--- config.mk ---
export PLATFORM = sky130hd
export DESIGN_NAME = opcode_encoder
export DESIGN_NICKNAME = d
export VERILOG_FILES = /design/src/rtl/opc_enc_pkg.sv /design/src/rtl/opc_enc_core.sv /design/src/rtl/opcode_encoder.sv
export SDC_FILE = /design/constraint.sdc
export NUM_CORES = 1
export LEC_CHECK = 0
export CAP_MARGIN = 0
export CORE_AREA = 5 5 62 106
export DETAILED_ROUTE_END_ITERATION = 16
export DIE_AREA = 0 0 67 111
export PLACE_DENSITY = 0.89
export SLEW_MARGIN = 40
export SYNTH_ARGS = -nofsm -noshare
export SYNTH_HDL_FRONTEND = slang
export SYNTH_SLANG_ARGS = --single-unit
--- constraint.sdc ---
create_clock -name clk -period 2.1 [get_ports clk]
set_clock_uncertainty 0.2 [all_clocks]
set_input_delay 0.315 -clock clk [delete_from_list [all_inputs] [get_ports clk]]
set_output_delay 0.315 -clock clk [all_outputs]
set_load 0.005 [all_outputs]
--- src/rtl/opc_enc_pkg.sv ---
// Shared constants, FIFO state type and encode helpers for the opcode encoder.
package opc_enc_pkg;

  localparam int unsigned CTRL_W = 27;
  localparam int unsigned OP_W   = 23;

  localparam int unsigned F0_BIT = 23;
  localparam int unsigned F1_BIT = 24;
  localparam int unsigned F2_BIT = 25;
  localparam int unsigned F3_BIT = 26;

  localparam int unsigned G_LOW_BASE = 1;
  localparam int unsigned G_MID_BASE = 5;
  localparam int unsigned G_HI_BASE  = 15;
  localparam int unsigned G_B17      = 17;
  localparam int unsigned G_B18      = 18;
  localparam int unsigned G_TOP_BASE = 19;

  localparam logic [3:0] NIB_ZERO = 4'd0;
  localparam logic [3:0] NIB_LOW  = 4'd1;
  localparam logic [3:0] NIB_HI   = 4'd12;
  localparam logic [3:0] NIB_B17  = 4'd13;
  localparam logic [3:0] NIB_B18  = 4'd14;
  localparam logic [3:0] NIB_TOP  = 4'd15;

  typedef enum logic [1:0] {
    FIFO_EMPTY,
    FIFO_PARTIAL,
    FIFO_FULL
  } fifo_state_t;

  function automatic logic [3:0] op_nibble(input int unsigned k);
    if (k < G_LOW_BASE)      return NIB_ZERO;
    else if (k < G_MID_BASE) return NIB_LOW;
    else if (k < G_HI_BASE)  return 4'(k - 3);
    else if (k < G_B17)      return NIB_HI;
    else if (k == G_B17)     return NIB_B17;
    else if (k == G_B18)     return NIB_B18;
    else                     return NIB_TOP;
  endfunction

  // Groups sharing one nibble are told apart by the low opcode field bits.
  function automatic logic field_ok(input int unsigned k, input logic f2, input logic f3);
    if (k >= G_LOW_BASE && k < G_MID_BASE)     return {f2, f3} == 2'(k - G_LOW_BASE);
    else if (k >= G_HI_BASE && k < G_B17)      return f3 == 1'(k - G_HI_BASE);
    else if (k >= G_TOP_BASE && k < OP_W)      return {f2, f3} == 2'(k - G_TOP_BASE);
    else                                       return 1'b1;
  endfunction

endpackage

--- src/rtl/opc_enc_core.sv ---
// Combinational control-vector to opcode encode; OPC_ENC_CHECK_EN enables rejection checks.
module opc_enc_core
  import opc_enc_pkg::*;
(
  input  logic [CTRL_W-1:0] ctrl,
  output logic [7:0]        opcode,
  output logic              reject
);

  logic [OP_W-1:0] op;
  logic [4:0]      sel;
  logic            found;

  assign op = ctrl[OP_W-1:0];

  // Lowest set op bit selects the upper nibble; all-zero op selects bit 0's nibble.
  always_comb begin
    sel   = '0;
    found = 1'b0;
    for (int unsigned i = 0; i < OP_W; i++) begin
      if (op[i] && !found) begin
        sel   = 5'(i);
        found = 1'b1;
      end
    end
    opcode = {op_nibble(32'(sel)), ctrl[F0_BIT], ctrl[F1_BIT], ctrl[F2_BIT], ctrl[F3_BIT]};
  end

`ifdef OPC_ENC_CHECK_EN
  always_comb reject = !$onehot(op) || !field_ok(32'(sel), ctrl[F2_BIT], ctrl[F3_BIT]);
`else
  assign reject = 1'b0;
`endif

endmodule

--- src/rtl/opcode_encoder.sv ---
// Registered opcode encoder with output FIFO, write-address counter and error counter.
// Define OPC_ENC_CHECK_EN to reject malformed control vectors and count them.
module opcode_encoder
  import opc_enc_pkg::*;
#(
  parameter int unsigned ADDR_W     = 8,
  parameter int unsigned FIFO_DEPTH = 2,
  parameter int unsigned ERR_CNT_W  = 8
) (
  input  logic                 clk,
  input  logic                 rst_n,
  input  logic                 in_valid,
  output logic                 in_ready,
  input  logic [CTRL_W-1:0]    in_ctrl,
  input  logic                 addr_load,
  input  logic [ADDR_W-1:0]    addr_load_val,
  output logic                 out_valid,
  input  logic                 out_ready,
  output logic [7:0]           out_opcode,
  output logic [ADDR_W-1:0]    out_addr,
  output logic                 err_pulse,
  output logic [ERR_CNT_W-1:0] err_count
);

  localparam int unsigned PTR_W = $clog2(FIFO_DEPTH);
  localparam int unsigned CNT_W = $clog2(FIFO_DEPTH) + 1;
  localparam logic [CNT_W-1:0] LAST = CNT_W'(FIFO_DEPTH - 1);

  fifo_state_t       state, state_nxt;
  logic [CNT_W-1:0]  count;
  logic [PTR_W-1:0]  wr_ptr, rd_ptr;
  logic [7:0]        mem_opc  [FIFO_DEPTH];
  logic [ADDR_W-1:0] mem_addr [FIFO_DEPTH];
  logic [ADDR_W-1:0] addr_cnt, entry_addr;
  logic [7:0]        enc_opcode;
  logic              enc_reject;
  logic              accept, push, pop;

  opc_enc_core u_core (
    .ctrl   (in_ctrl),
    .opcode (enc_opcode),
    .reject (enc_reject)
  );

  assign accept     = in_valid & in_ready;
  assign push       = accept & ~enc_reject;
  assign pop        = out_valid & out_ready;
  assign entry_addr = addr_load ? addr_load_val : addr_cnt;

  always_ff @(posedge clk or negedge rst_n) begin
    if (!rst_n) begin
      state  <= FIFO_EMPTY;
      count  <= '0;
      wr_ptr <= '0;
      rd_ptr <= '0;
      for (int unsigned i = 0; i < FIFO_DEPTH; i++) begin
        mem_opc[i]  <= '0;
        mem_addr[i] <= '0;
      end
    end else begin
      state <= state_nxt;
      count <= count + CNT_W'(push) - CNT_W'(pop);
      if (push) begin
        mem_opc[wr_ptr]  <= enc_opcode;
        mem_addr[wr_ptr] <= entry_addr;
        wr_ptr           <= wr_ptr + PTR_W'(1);
      end
      if (pop) rd_ptr <= rd_ptr + PTR_W'(1);
    end
  end

  always_comb begin
    state_nxt = state;
    unique case (state)
      FIFO_EMPTY:   if (push) state_nxt = FIFO_PARTIAL;
      FIFO_PARTIAL: begin
        if (push && !pop && count == LAST)          state_nxt = FIFO_FULL;
        else if (pop && !push && count == CNT_W'(1)) state_nxt = FIFO_EMPTY;
      end
      FIFO_FULL:    if (pop) state_nxt = FIFO_PARTIAL;
      default:      state_nxt = FIFO_EMPTY;
    endcase
  end

  always_comb begin
    in_ready   = (state != FIFO_FULL);
    out_valid  = (state != FIFO_EMPTY);
    out_opcode = mem_opc[rd_ptr];
    out_addr   = mem_addr[rd_ptr];
  end

  // addr_load applies even to a rejected transfer, but only a push advances past it.
  always_ff @(posedge clk or negedge rst_n) begin
    if (!rst_n)         addr_cnt <= '0;
    else if (push)      addr_cnt <= entry_addr + ADDR_W'(1);
    else if (addr_load) addr_cnt <= addr_load_val;
  end

`ifdef OPC_ENC_CHECK_EN
  always_ff @(posedge clk or negedge rst_n) begin
    if (!rst_n) begin
      err_pulse <= 1'b0;
      err_count <= '0;
    end else begin
      err_pulse <= accept & enc_reject;
      if (accept && enc_reject && err_count != '1) err_count <= err_count + ERR_CNT_W'(1);
    end
  end
`else
  assign err_pulse = 1'b0;
  assign err_count = '0;
`endif

endmodule

==> summary.md, run 1 <==
| Metric | Value |
|---|---|
| CTS tree | yes |
| Yosys top cell area share | between 40 and 50% |
| Yosys Warn Count | 0 |
| Clock buffer depth | 2 |
| Final period utilization | 111% |
| Clock share of power | between 10% and 20% |
| RD Place Congestion | approximately 0.94 |
| Pwr Total | slightly above 4000 uW |
| DRC viols | 0 |
| Setup-failing EPs final | 7 |
| CP Class | in2reg |
| Placed inst area | between 3000 and 4000 um2 |
| CTS Sinks | 46 |
| Cell family with most CP delay | simple AND/OR/NAND/NOR gates |
| Gr usage total | 22.0% |
| Psw | 1360 uW |
| Hold Path Origin | mem_addr[3]$_DFFE_PN0P_ |
| Clock latency on the worst-skew pair | ~0.31 ns |
| Sequential power share | around a third |
| Netlist cell types | 51 |
| EDFF count, synth | 0 |
| Crit-path max cell delay | ~0.56 ns |
| Initial antenna violation count | 0 |
| Slew HR | between 60 and 70% |
| Crit-path slowest cell | or4_4 |
| Post-Synth Simple-Gate Area | 17.3% |
| Starting DRC count in detailed routing | roughly 140 |
| Startpoint types | input port |
| Maximum vdd drop | ~430 uV |
| DR WL/cell | around 17 um |
| CP arrival | around 2.3 ns |
| Post-synth top area cell | dfrtp_1 |
| Logic gate share of total power | around 49% |
| Hold endpoint | mem_addr[3]$_DFFE_PN0P_ |
| Async set-reset flop share out of synthesis | 100% |
| Diode count | 0 |
| Synth Area in Compound Gates | a little over an eighth |
| Post-Syn Area per Cell | roughly 10 um2 |
| Number of CTS-inserted buffers | 5 |
| Main combinational cell family by area after synthesis | simple AND/OR/NAND/NOR gates |
| Max-capacitance violation count | 0 |
| Setup slack, reg-to-reg | roughly 0.010 ns |
| Dpl hpwl | between 5 and 6 mm |
| Vias in the first global route | about 2,700 |
| Row cnt | 36 |
| Max Freq | between 400 and 500 MHz |
| Pwr per Cell Area | just under 1000 nW/um2 |
| Hold Path Depth | 2 |
| Synth Instances | about 270 |
| Most instantiated library cell after synthesis | dfrtp_1 |
| Final instance area | around 4200 um2 |
| Fin. max-slew vios | 0 |
| Worst reg2reg endpoint | count[1]$_DFF_PN0_ |
| Detailed-route vias per instance | between 5 and 6 |
| Setup crit end kind | register |
| Global-route wire length before repair | around 12 mm |
| Slew @ Worst Pin | ~0.57 ns |
| Failing checks | negative setup slack |
| Hold WC Path Type | reg2reg |
| Commonest cells post-synth | dfrtp_1, nor2_1, mux2_2 |
| Crit path max fanout | 3 |
| R2R depth | 8 |
| Tmin final | ~2.3 ns |
| Setup WS post-layout | -0.224 ns |
| Top cells by area in the synthesized netlist | dfrtp_1, mux2_2, nor2_1 |
| I/O Pins | 67 |
| RSZ-0062 raised after global routing | yes |
| Filler instances | approximately 350 |
| Sequential Area | ~1200 um2 |
| Via Count | 2,552 |
| Ordered cell list for the critical path | buf_8, or4_4, a2111oi_4, nor3_4, inv_2, ha_4, nand2_2, a21oi_2, a311oi_2, mux2_2 |
| Initial Utilization | about half |
| Die ar. | approximately 7400 um2 |
| Footprint of the multi-input gates | between 1500 and 2000 um2 |
| Sequential share of the synthesized area | 42.2% |
| Hold slack final | ~0.28 ns |
| Final number of hold-violating endpoints | 0 |
| Cell Int Power | 2700 uW |
| Adder-cell share of the synthesized area | under 10% |
| Switching share of power | 33.4% |
| Status | finished with violations |
| Layout cells sized above 1 | 44.0% |
| Clk pin slew, worst setup/hold paths | 0.09 ns |
| Core area | ~5500 um2 |
| Largest net degree at the start of global routing | 47 |
| Multiplexer share of the synthesized area | 13.3% |
| Die height | around 110 um |
| DRT Pass-1 Iters | 4 |
| Area grow syn2layout | 54.1% |
| Main synth FF type | dfrtp_1 |
| Mapped Area | between 2000 and 3000 um2 |
| WL final | approximately 8 mm |
| Port bufs | 57 |
| Util after Layout | around 76% |
| Leakage | about 0.0019 uW |
| Htree depth | 2 |
| Clock root buffer | clkbuf_8 |
| Seq cells post-synth | 46 |
| Buffers and inverters on the worst path | 2 |
| Synth Area in XOR/XNOR | under 10% |
| DRT antenna net count | 0 |
| Die width | between 60 and 70 um |
| Worst path required time | between 2 and 2.5 ns |
| Nets | around 450 |
| Critical R2R Launch | state[0]$_DFFE_PN0P_ |
| Congestion Overflow GR | 0 |
placed cells by master, fill, tap and decap left out, drive strengths merged, types with 3 or more instances in the layout:
cell type and count:
dlygate4sd2 8, conb 9, nor2b 3, clkdlybuf4s50 19, nor2 29, nand2 22, nor4 10, clkbuf 11
buf 91, mux2i 8, clkdlybuf4s15 7, dfrtp 46, nand2b 4, nor3 5, mux2 25, xnor2 10
dlymetal6s2s 3, inv 13, o31ai 3, ha 8, o21ai 16, a31oi 4, nand4 3, a21oi 14
per-layer routing:
layer  up-vias  global-route usage, %  wire, um
met5         -                      0         0
met4         0                   14.1       511
met3        39                   3.85       349
met2        97                   42.6      4840
met1      1232                   18.9      2510
li1       1184                      -         -
tightest hold or removal path, stage by stage (launching register included):
cell	delay, ns
dfrtp_1	0.35
nand2_1	0.04
o21ai_0	0.06
state kept, by name, indices dropped and copies added (netlist names):
register,flops
wr_ptr,1
state,2
rd_ptr,1
mem_opc,16
count,2
mem_addr,16
addr_cnt,8
layout make-up:
| class | instances | area share [%] |
|---|---|---|
| inverters | 13 | 1.22 |
| repair buffers | 135 | 26.9 |
| multi-input cells | 196 | 39.5 |
| clock inverters | 3 | 1.07 |
| clock buffers | 5 | 1.64 |
| well taps | 76 | 2.26 |
| flip-flops and latches | 46 | 27.4 |
cell families (layout without fill, tap and decap cells):
group	count (synthesis)	count (layout)
buffers and inverters	31	156
AO/OA/AOI/OAI	48	48
multiplexers	33	33
flip-flops	46	46
AND/OR/NAND/NOR	86	86
other	1	9
XOR/XNOR	12	12
adder cells (fa/ha/maj)	8	8
worst max-delay path by stage:
stage | from | to | slack [ns] | depth (start not counted)
3_3_place_gp | in_ctrl[11] | mem_opc[13]$_DFFE_PN0P_ | -0.79 | 10
6_report | in_ctrl[0] | mem_opc[5]$_DFFE_PN0P_ | -0.22 | 10
3_5_place_dp | in_ctrl[4] | mem_opc[13]$_DFFE_PN0P_ | -0.91 | 11
5_1_grt | in_ctrl[9] | mem_opc[5]$_DFFE_PN0P_ | -0.28 | 11
4_1_cts | in_ctrl[0] | mem_opc[13]$_DFFE_PN0P_ | -0.22 | 9
2_1_floorplan | in_ctrl[11] | mem_opc[5]$_DFFE_PN0P_ | -0.28 | 9
power groups by stage:
stage	registers (uW)	clock network, uW	logic [uW]
global route	1470	714	2130
detailed placement	1430	0	1810
CTS	1410	673	1890
global placement	1400	0	1740
floorplan	1370	0	1000
finish	1420	666	1970
repair_timing:
item                       4_1_cts  5_1_grt
cloned                           1        0
resized for setup              105       51
pin swaps                       20       20
setup endpoints to repair       24       17
hold endpoints to repair        46        0
hold buffers                     1        0
buffers inserted                19        5
per-stage QoR:
stage	setup TNS (ns)	instances	setup slack (ns)
6_report	-0.944	474	-0.224
2_1_floorplan	-1.05	273	-0.278
4_1_cts	-0.686	470	-0.220
3_5_place_dp	-6.23	441	-0.908
3_3_place_gp	-5.26	441	-0.788
5_1_grt	-1.41	474	-0.280
Note: power is estimated with default switching activity, not from simulation.
==> run 2, diff against run 1 <==
--- a/config.mk
+++ b/config.mk
@@ -6,11 +6,13 @@
 export NUM_CORES = 1
 export LEC_CHECK = 0
 export CAP_MARGIN = 0
-export CORE_AREA = 5 5 62 106
+export CORE_AREA = 5 5 64 109
+export CTS_BUF_LIST = sky130_fd_sc_hd__clkbuf_4 sky130_fd_sc_hd__clkbuf_8
 export DETAILED_ROUTE_END_ITERATION = 16
-export DIE_AREA = 0 0 67 111
-export PLACE_DENSITY = 0.89
+export DIE_AREA = 0 0 69 114
+export PLACE_DENSITY = 0.9
 export SLEW_MARGIN = 40
 export SYNTH_ARGS = -nofsm -noshare
 export SYNTH_HDL_FRONTEND = slang
+export SYNTH_HIERARCHICAL = 1
 export SYNTH_SLANG_ARGS = --single-unit
==> run 2 against run 1 <==
Against the previous run:
- the run still ends with negative setup slack left
- power shrank 5.8%
- synthesized area increased by 9.4%
- non-clock buffer count decreased by 15
- via count decreased by 1.9%
- synthesized cell count did not move
- clock power fell by 13%
- combinational power is 9% lower
- critical path depth rose by 1
- final cell count fell by 3.4%
- critical path type unchanged
- largest cell class unchanged
==> summary.md, run 2 <==
| Metric | Value |
|---|---|
| DRT Pass-1 Iters | 5 |
| Pwr per Cell Area | between 900 and 1000 nW/um2 |
| Detailed-route vias per instance | about 5.5 |
| Post-Syn Area per Cell | 11.3 um2 |
| Final non-filler cell total | 458 |
| Highest routed layer | met4 |
| Most instantiated library cell after synthesis | dfrtp_1 |
| Max-capacitance violation count | 0 |
| Number of CTS-inserted buffers | 5 |
| Wire length on met3 | about 370 um |
| Crit path from | in_ctrl[2] |
| Final period utilization | 123% |
| Top cells by area in the synthesized netlist | dfrtp_1, mux2_2, mux2_4 |
| Maximum vdd drop | 370 uV |
| Netlist cell types | 61 |
| Failing checks | negative setup slack |
| Yosys top cell area share | approximately 39% |
| Die width | 69 um |
| Initial antenna violation count | 0 |
| Tmin final | around 2.6 ns |
| Starting DRC count in detailed routing | around 110 |
| Nets | roughly 420 |
| DRC viols | 0 |
| DRT met1 WL | 2.68 mm |
| Commonest cells post-synth | dfrtp_1, mux2_2, mux2_4 |
| Slew HR | approximately 54% |
| Pwr Total | between 3000 and 4000 uW |
| Clk pin slew, worst setup/hold paths | 0.08 ns |
| Cell count after placement | 433 |
| CTS tree | yes |
| Post-synth top area cell | dfrtp_1 |
| Filler instances | around 450 |
| Setup crit end kind | register |
| Fin. max-slew vios | 0 |
| Largest net degree at the start of global routing | 33 |
| Global-route wire length before repair | roughly 13 mm |
| Ordered cell list for the critical path | buf_6, or4_4, or4_4, a21oi_2, or4_4, buf_6, ha_2, nor2_1, o221ai_1, nand2_1, mux2_4 |
| Layout cells sized above 1 | about 44% |
| DR WL/cell | about 17 um |
| Htree depth | 2 |
| Dpl hpwl | between 5 and 6 mm |
| CTS Sinks | between 40 and 50 |
| Port bufs | 57 |
| Critical R2R Launch | state[1]$_DFFE_PN0P_ |
| EDFF count, synth | 0 |
| Startpoint types | input port |
| CP Class | in2reg |
| Main synth FF type | dfrtp_1 |
| Routed met2 length | 4.59 mm |
| Top cell by count, worst path | or4_4 |
| Clock latency on the worst-skew pair | approximately 0.3 ns |
| Sequential share of the synthesized area | between 30 and 40% |
| Hold Path Origin | mem_opc[7]$_DFFE_PN0P_ |
| Max Freq | ~390 MHz |
| Most frequent cells in the layout | buf_4, dfrtp_1, mux2_2 |
| Async set-reset flop share out of synthesis | 100% |
| Setup-failing EPs final | 8 |
| Core area | ~6000 um2 |
| Hold WC Path Type | reg2reg |
| Initial Utilization | around 49% |
| RSZ-0062 raised after global routing | yes |
| Worst path required time | 2.09 ns |
| Clock root buffer | clkbuf_8 |
| Synth Instances | about 270 |
| Row cnt | 38 |
| Crit path max fanout | 4 |
| Slew @ Worst Pin | between 0.6 and 0.7 ns |
| Sequential Area | about 1200 um2 |
| I/O Pins | 67 |
| Final instance area | 4210 um2 |
| Yosys Warn Count | 6 |
| Most common cell after layout, fill and taps aside | buf_4 |
| RD Place Congestion | between 0.8 and 0.9 |
| DRT antenna net count | 0 |
| Final number of hold-violating endpoints | 0 |
| Crit-path max cell delay | 0.52 ns |
| Die ar. | 7870 um2 |
| Hold Path Depth | 1 |
| Setup WS post-layout | -0.488 ns |
| Top flop regs | mem_addr x16, mem_opc x16, addr_cnt x8 |
| Congestion Overflow GR | 0 |
| Area grow syn2layout | 41.1% |
| Gr usage total | 20.5% |
| WL final | 7.96 mm |
| Status | finished with violations |
| Mapped Area | around 3000 um2 |
| Seq cells post-synth | 46 |
| Buffers and inverters on the worst path | 2 |
| CP arrival | ~2.6 ns |
| Crit-path slowest cell | or4_4 |
| Via Count | between 2,000 and 3,000 |
| Diode count | 0 |
| Cell family with most CP delay | simple AND/OR/NAND/NOR gates |
| Die height | between 100 and 150 um |
| Footprint of the multi-input gates | approximately 1800 um2 |
| Vias in the first global route | ~2,800 |
| Stages on worst setup path | 11 |
| Clock buffer depth | 2 |
| R2R depth | 5 |
| Placed inst area | between 3000 and 4000 um2 |
| Leakage | ~0.0019 uW |
[run 2: cells by family after synthesis]
kind of cell / after synthesis / synth area share (%)
other: 2 / 0.252
DFF: 46 / 38.6
adders and majority gates: 5 / 2.10
and+or+nand+nor: 70 / 14.2
AOI/OAI and AO/OA: 40 / 9.56
xor gates and xnor gates: 13 / 3.82
muxes: 56 / 23.6
buffers and inverters: 33 / 7.88
[run 2: power by group]
| group | total, uW | internal [uW] | switching (uW) |
|---|---|---|---|
| clock network | 582 | 279 | 303 |
| registers | 1450 | 1220 | 231 |
| logic | 1790 | 1140 | 652 |
| total | 3820 | 2640 | 1190 |
[run 2: what timing repair did]
action                                 4_1_cts  5_1_grt
hold buffers                                 1        0
resized for setup                           86       27
cloned                                       1        0
pin swaps                                   16        7
setup endpoints to repair                   25       18
endpoints found under the hold margin       30        0
buffers inserted                            13        3
[run 2: worst paths after layout]
kind,end,slack [ns]
min reg2reg,mem_opc[7]$_DFFE_PN0P_,0.31
min in group asynchronous,addr_cnt[5]$_DFF_PN0_,0.39
max reg2reg,mem_opc[12]$_DFFE_PN0P_,0.25
min,mem_opc[7]$_DFFE_PN0P_,0.31
max,mem_opc[13]$_DFFE_PN0P_,-0.49
max in group asynchronous,state[0]$_DFFE_PN0P_,0.69
[run 2: area by class of cell]
type / instances / area share [%]
repair buffers: 120 / 25.3
well taps: 80 / 2.38
clock buffers: 7 / 2.14
inverters: 10 / 0.951
multi-input cells: 194 / 41.7
flip-flops and latches: 46 / 27.4
clock inverters: 1 / 0.119
[run 2: metal layers]
layer  vias to the layer above  global-route usage, %
li1                       1157                      -
met1                      1225                   18.9
met2                        93                   40.8
met3                        28                   4.06
met4                         0                   11.5
met5                         -                      0
[run 2: worst reg2reg max path, delay by kind of cell, from the launching register on]
kind                   cells  cell delay, ns
muxes                      1            0.35
buffers and inverters      2            0.37
DFF                        1            0.45
and+or+nand+nor            2            0.36
[run 2: through the flow]
| step | setup slack [ns] | setup TNS [ns] | hold slack [ns] | utilization [%] |
|---|---|---|---|---|
| 3_3_place_gp | -1.20 | -8.62 | 0.176 | 64.4 |
| 6_report | -0.488 | -3.42 | 0.307 | 69.2 |
| 4_1_cts | -0.486 | -3.29 | 0.310 | 68.8 |
| 5_1_grt | -0.574 | -3.94 | 0.322 | 69.2 |
| 3_5_place_dp | -1.25 | -9.27 | 0.199 | 64.4 |
| 2_1_floorplan | -0.647 | -3.29 | -0.181 | - |
==> run 3, diff against run 2 <==
--- a/config.mk
+++ b/config.mk
@@ -5,11 +5,12 @@
 export SDC_FILE = /design/constraint.sdc
 export NUM_CORES = 1
 export LEC_CHECK = 0
+export ABC_AREA = 1
 export CAP_MARGIN = 0
-export CORE_AREA = 5 5 64 109
+export CORE_AREA = 5 5 65 110
 export CTS_BUF_LIST = sky130_fd_sc_hd__clkbuf_4 sky130_fd_sc_hd__clkbuf_8
 export DETAILED_ROUTE_END_ITERATION = 16
-export DIE_AREA = 0 0 69 114
+export DIE_AREA = 0 0 70 115
 export PLACE_DENSITY = 0.9
 export SLEW_MARGIN = 40
 export SYNTH_ARGS = -nofsm -noshare
==> run 3 against run 2 <==
Against the previous run:
- the run still ends with negative setup slack left
- critical path depth grew 11
- critical path type unchanged
- final cell count grew 29%
- die area grew 2.3%
==> summary.md, run 3 <==
| Metric | Value |
|---|---|
| Via Count | ~2,900 |
| Seq cells post-synth | 46 |
| Netlist cell types | 38 |
| Yosys Warn Count | 6 |
| Nets | between 500 and 600 |
| DRT Pass-1 Iters | 4 |
| Final non-filler cell total | between 500 and 600 |
| Detailed-route vias per instance | a little under 5 |
| Area grow syn2layout | 37.4% |
| Tmin final | roughly 2.7 ns |
| Vias in the first global route | between 2,000 and 3,000 |
| Leakage | roughly 0.0021 uW |
| Post-synth top area cell | dfrtp_1 |
| CTS tree | yes |
| DRC viols | 0 |
| Startpoint types | input port |
| Crit-path max cell delay | 0.15 ns |
| Final number of hold-violating endpoints | 0 |
| Htree depth | 2 |
| Number of CTS-inserted buffers | 5 |
| Clock share of power | between 15 and 20% |
| Largest net degree at the start of global routing | 33 |
| Initial antenna violation count | 0 |
| Slew HR | about half |
| Mapped Area | around 3100 um2 |
| DRT antenna net count | 0 |
| Switching share of power | a little under two fifths |
| RSZ-0062 raised after global routing | yes |
| WL final | ~7.5 mm |
| Yosys top cell area share | a little under two fifths |
| Gr usage total | 19.0% |
| Util after Layout | a little over two thirds |
| Top cell by count, worst path | nor2_4 |
| Cell count after placement | ~570 |
| I/O Pins | 67 |
| Top flop regs | mem_addr x16, mem_opc x16, addr_cnt x8 |
| CTS Sinks | 46 |
| Setup crit end kind | register |
| Core area | 6180 um2 |
| Sequential share of the synthesized area | a little under two fifths |
| Initial Utilization | roughly 50% |
| Psw | roughly 1200 uW |
| Final period utilization | 126% |
| Setup-failing EPs final | 19 |
| Layout cells sized above 1 | 33.6% |
| Crit path max fanout | 4 |
| Clk pin slew, worst setup/hold paths | 0.09 ns |
| Most frequent cells in the layout | nand2_1, dfrtp_1, buf_4 |
| Most common cell after layout, fill and taps aside | nand2_1 |
| Hold WC Path Type | reg2reg |
| Post-Syn Area per Cell | ~7.7 um2 |
| Dpl hpwl | approximately 5.6 mm |
| Max Freq | about 380 MHz |
| Top cells by area in the synthesized netlist | dfrtp_1, nand2_1, inv_1 |
| Die width | ~70 um |
| Ordered cell list for the critical path | buf_6, nor2_4, nand2_2, nor2_4, nand4_4, nor2_4, nand4_2, nor2_4, nand4_2, nor2_2, nand3_2, nor2_4, nand3_2, nand2_4, inv_4, ha_4, inv_2, nand4_1, nand3_2, a21oi_2, inv_2, o21ai_2 |
| Worst path required time | around 2.1 ns |
| Row cnt | 38 |
| Clock buffer depth | 2 |
| Cell family with most CP delay | simple AND/OR/NAND/NOR gates |
| Diode count | 0 |
| Sequential power share | roughly two fifths |
| Failing checks | negative setup slack |
| Hold slack final | between 0.2 and 0.3 ns |
| Pwr Total | about 3300 uW |
| Status | finished with violations |
| Maximum vdd drop | between 300 and 400 uV |
| Die ar. | between 8000 and 9000 um2 |
| EDFF count, synth | 0 |
| Slew @ Worst Pin | about 0.75 ns |
| Commonest cells post-synth | nand2_1, inv_1, dfrtp_1 |
| Buffers and inverters on the worst path | 4 |
| Die height | about 120 um |
| Starting DRC count in detailed routing | about 150 |
| Global-route wire length before repair | about 12 mm |
| Filler instances | about 460 |
| RD Place Congestion | roughly 0.87 |
| CP arrival | between 2 and 3 ns |
| Crit-path slowest cell | nor2_4 |
| Logic gate share of total power | ~43% |
| Clock latency on the worst-skew pair | about 0.3 ns |
| Most instantiated library cell after synthesis | nand2_1 |
| Setup WS post-layout | -0.550 ns |
| Cell Int Power | ~2100 uW |
| CP Class | in2reg |
| Pwr per Cell Area | ~770 nW/um2 |
| Async set-reset flop share out of synthesis | between 90% and 100% |
| Congestion Overflow GR | 0 |
| Port bufs | 57 |
| Max-capacitance violation count | 0 |
| Fin. max-slew vios | 0 |
| Pre-CTS setup slack | -1.22 ns |
| DR WL/cell | 12.7 um |
| Main synth FF type | dfrtp_1 |
| Clock root buffer | clkbuf_8 |
| Synth Instances | approximately 410 |
==> run 3: cell types whose count changed after synthesis, moves of 6 or more <==
cell,change
o21ai_1,+11
nor2_2,+11
mux2_4,-20
nand2_2,+13
xnor2_1,-7
mux2_2,-35
nand2_1,+110
inv_2,+9
o21ai_2,+21
inv_1,+43
o21ai_0,+6
==> run 3: cell type report <==
class / count / area [um2] / share of cell area, %
inverters: 65 / 255 / 5.93
clock inverters: 3 / 21.3 / 0.494
multi-input cells: 283 / 1720 / 39.9
flip-flops and latches: 46 / 1150 / 26.8
well taps: 80 / 100 / 2.33
clock buffers: 5 / 68.8 / 1.60
repair inverters: 1 / 7.51 / 0.175
repair buffers: 109 / 980 / 22.8
==> run 3: power by group through the flow <==
stage | Clock (uW) | Combinational, uW | Sequential, uW
floorplan | 0 | 810 | 1300
global placement | 0 | 1360 | 1310
detailed placement | 0 | 1410 | 1320
CTS | 555 | 1420 | 1320
global route | 593 | 1590 | 1360
finish | 539 | 1430 | 1330
==> run 3: logic make-up after synthesis <==
| group | synth area share (%) |
|---|---|
| AND/OR/NAND/NOR | 31.8 |
| AO/OA/AOI/OAI | 13.0 |
| other | 0.240 |
| XOR/XNOR | 1.96 |
| buffers and inverters | 14.2 |
| adder cells (fa/ha/maj) | 2.00 |
| flip-flops | 36.8 |
==> run 3: metrics by stage <==
stage,cell area [um2],setup TNS (ns)
4_1_cts,4230,-4.40
3_3_place_gp,3960,-7.77
6_report,4300,-5.20
5_1_grt,4300,-7.79
2_1_floorplan,3190,-2.64
3_5_place_dp,3960,-9.14
==> run 3: path summary, 6_finish.rpt <==
| check | depth (start not counted) | slack, ns | end | startpoint |
|---|---|---|---|---|
| worst max-delay path | 22 | -0.55 | mem_opc[12]$_DFFE_PN0P_ | in_ctrl[3] |
| worst min-delay path | 2 | 0.29 | mem_addr[5]$_DFFE_PN0P_ | mem_addr[5]$_DFFE_PN0P_ |
| worst max register to register | 7 | 0.29 | count[1]$_DFF_PN0_ | state[1]$_DFFE_PN0P_ |
| worst min register to register | 2 | 0.29 | mem_addr[5]$_DFFE_PN0P_ | mem_addr[5]$_DFFE_PN0P_ |
| max in group asynchronous | 3 | 0.83 | mem_opc[3]$_DFFE_PN0P_ | rst_n |
| min in group asynchronous | 2 | 0.34 | state[1]$_DFFE_PN0P_ | rst_n |
==> run 3: worst reg2reg max path: cells and delay by family (launching register included) <==
| family | cells | cell delay [ns] |
|---|---|---|
| flops | 1 | 0.45 |
| simple gates | 4 | 0.53 |
| xor+xnor | 2 | 0.35 |
| fa+ha+maj | 1 | 0.19 |
==> run 3: timing repair <==
| item | 4_1_cts | 5_1_grt |
|---|---|---|
| hold endpoints to repair | 24 | 0 |
| hold buffers | 1 | 0 |
| gates resized for setup | 59 | 20 |
| endpoints found under the setup margin | 24 | 19 |
| cloned | 0 | 1 |
| buffers inserted | 9 | 4 |
| pin swaps | 31 | 14 |
==> run 3: layer usage <==
layer,global-route usage (%),up-vias,part of all wire (%)
li1,-,1447,-
met3,3.50,27,4.4
met1,17.7,1349,34
met5,0,-,0
met2,38.0,88,57
met4,10.5,0,4.5
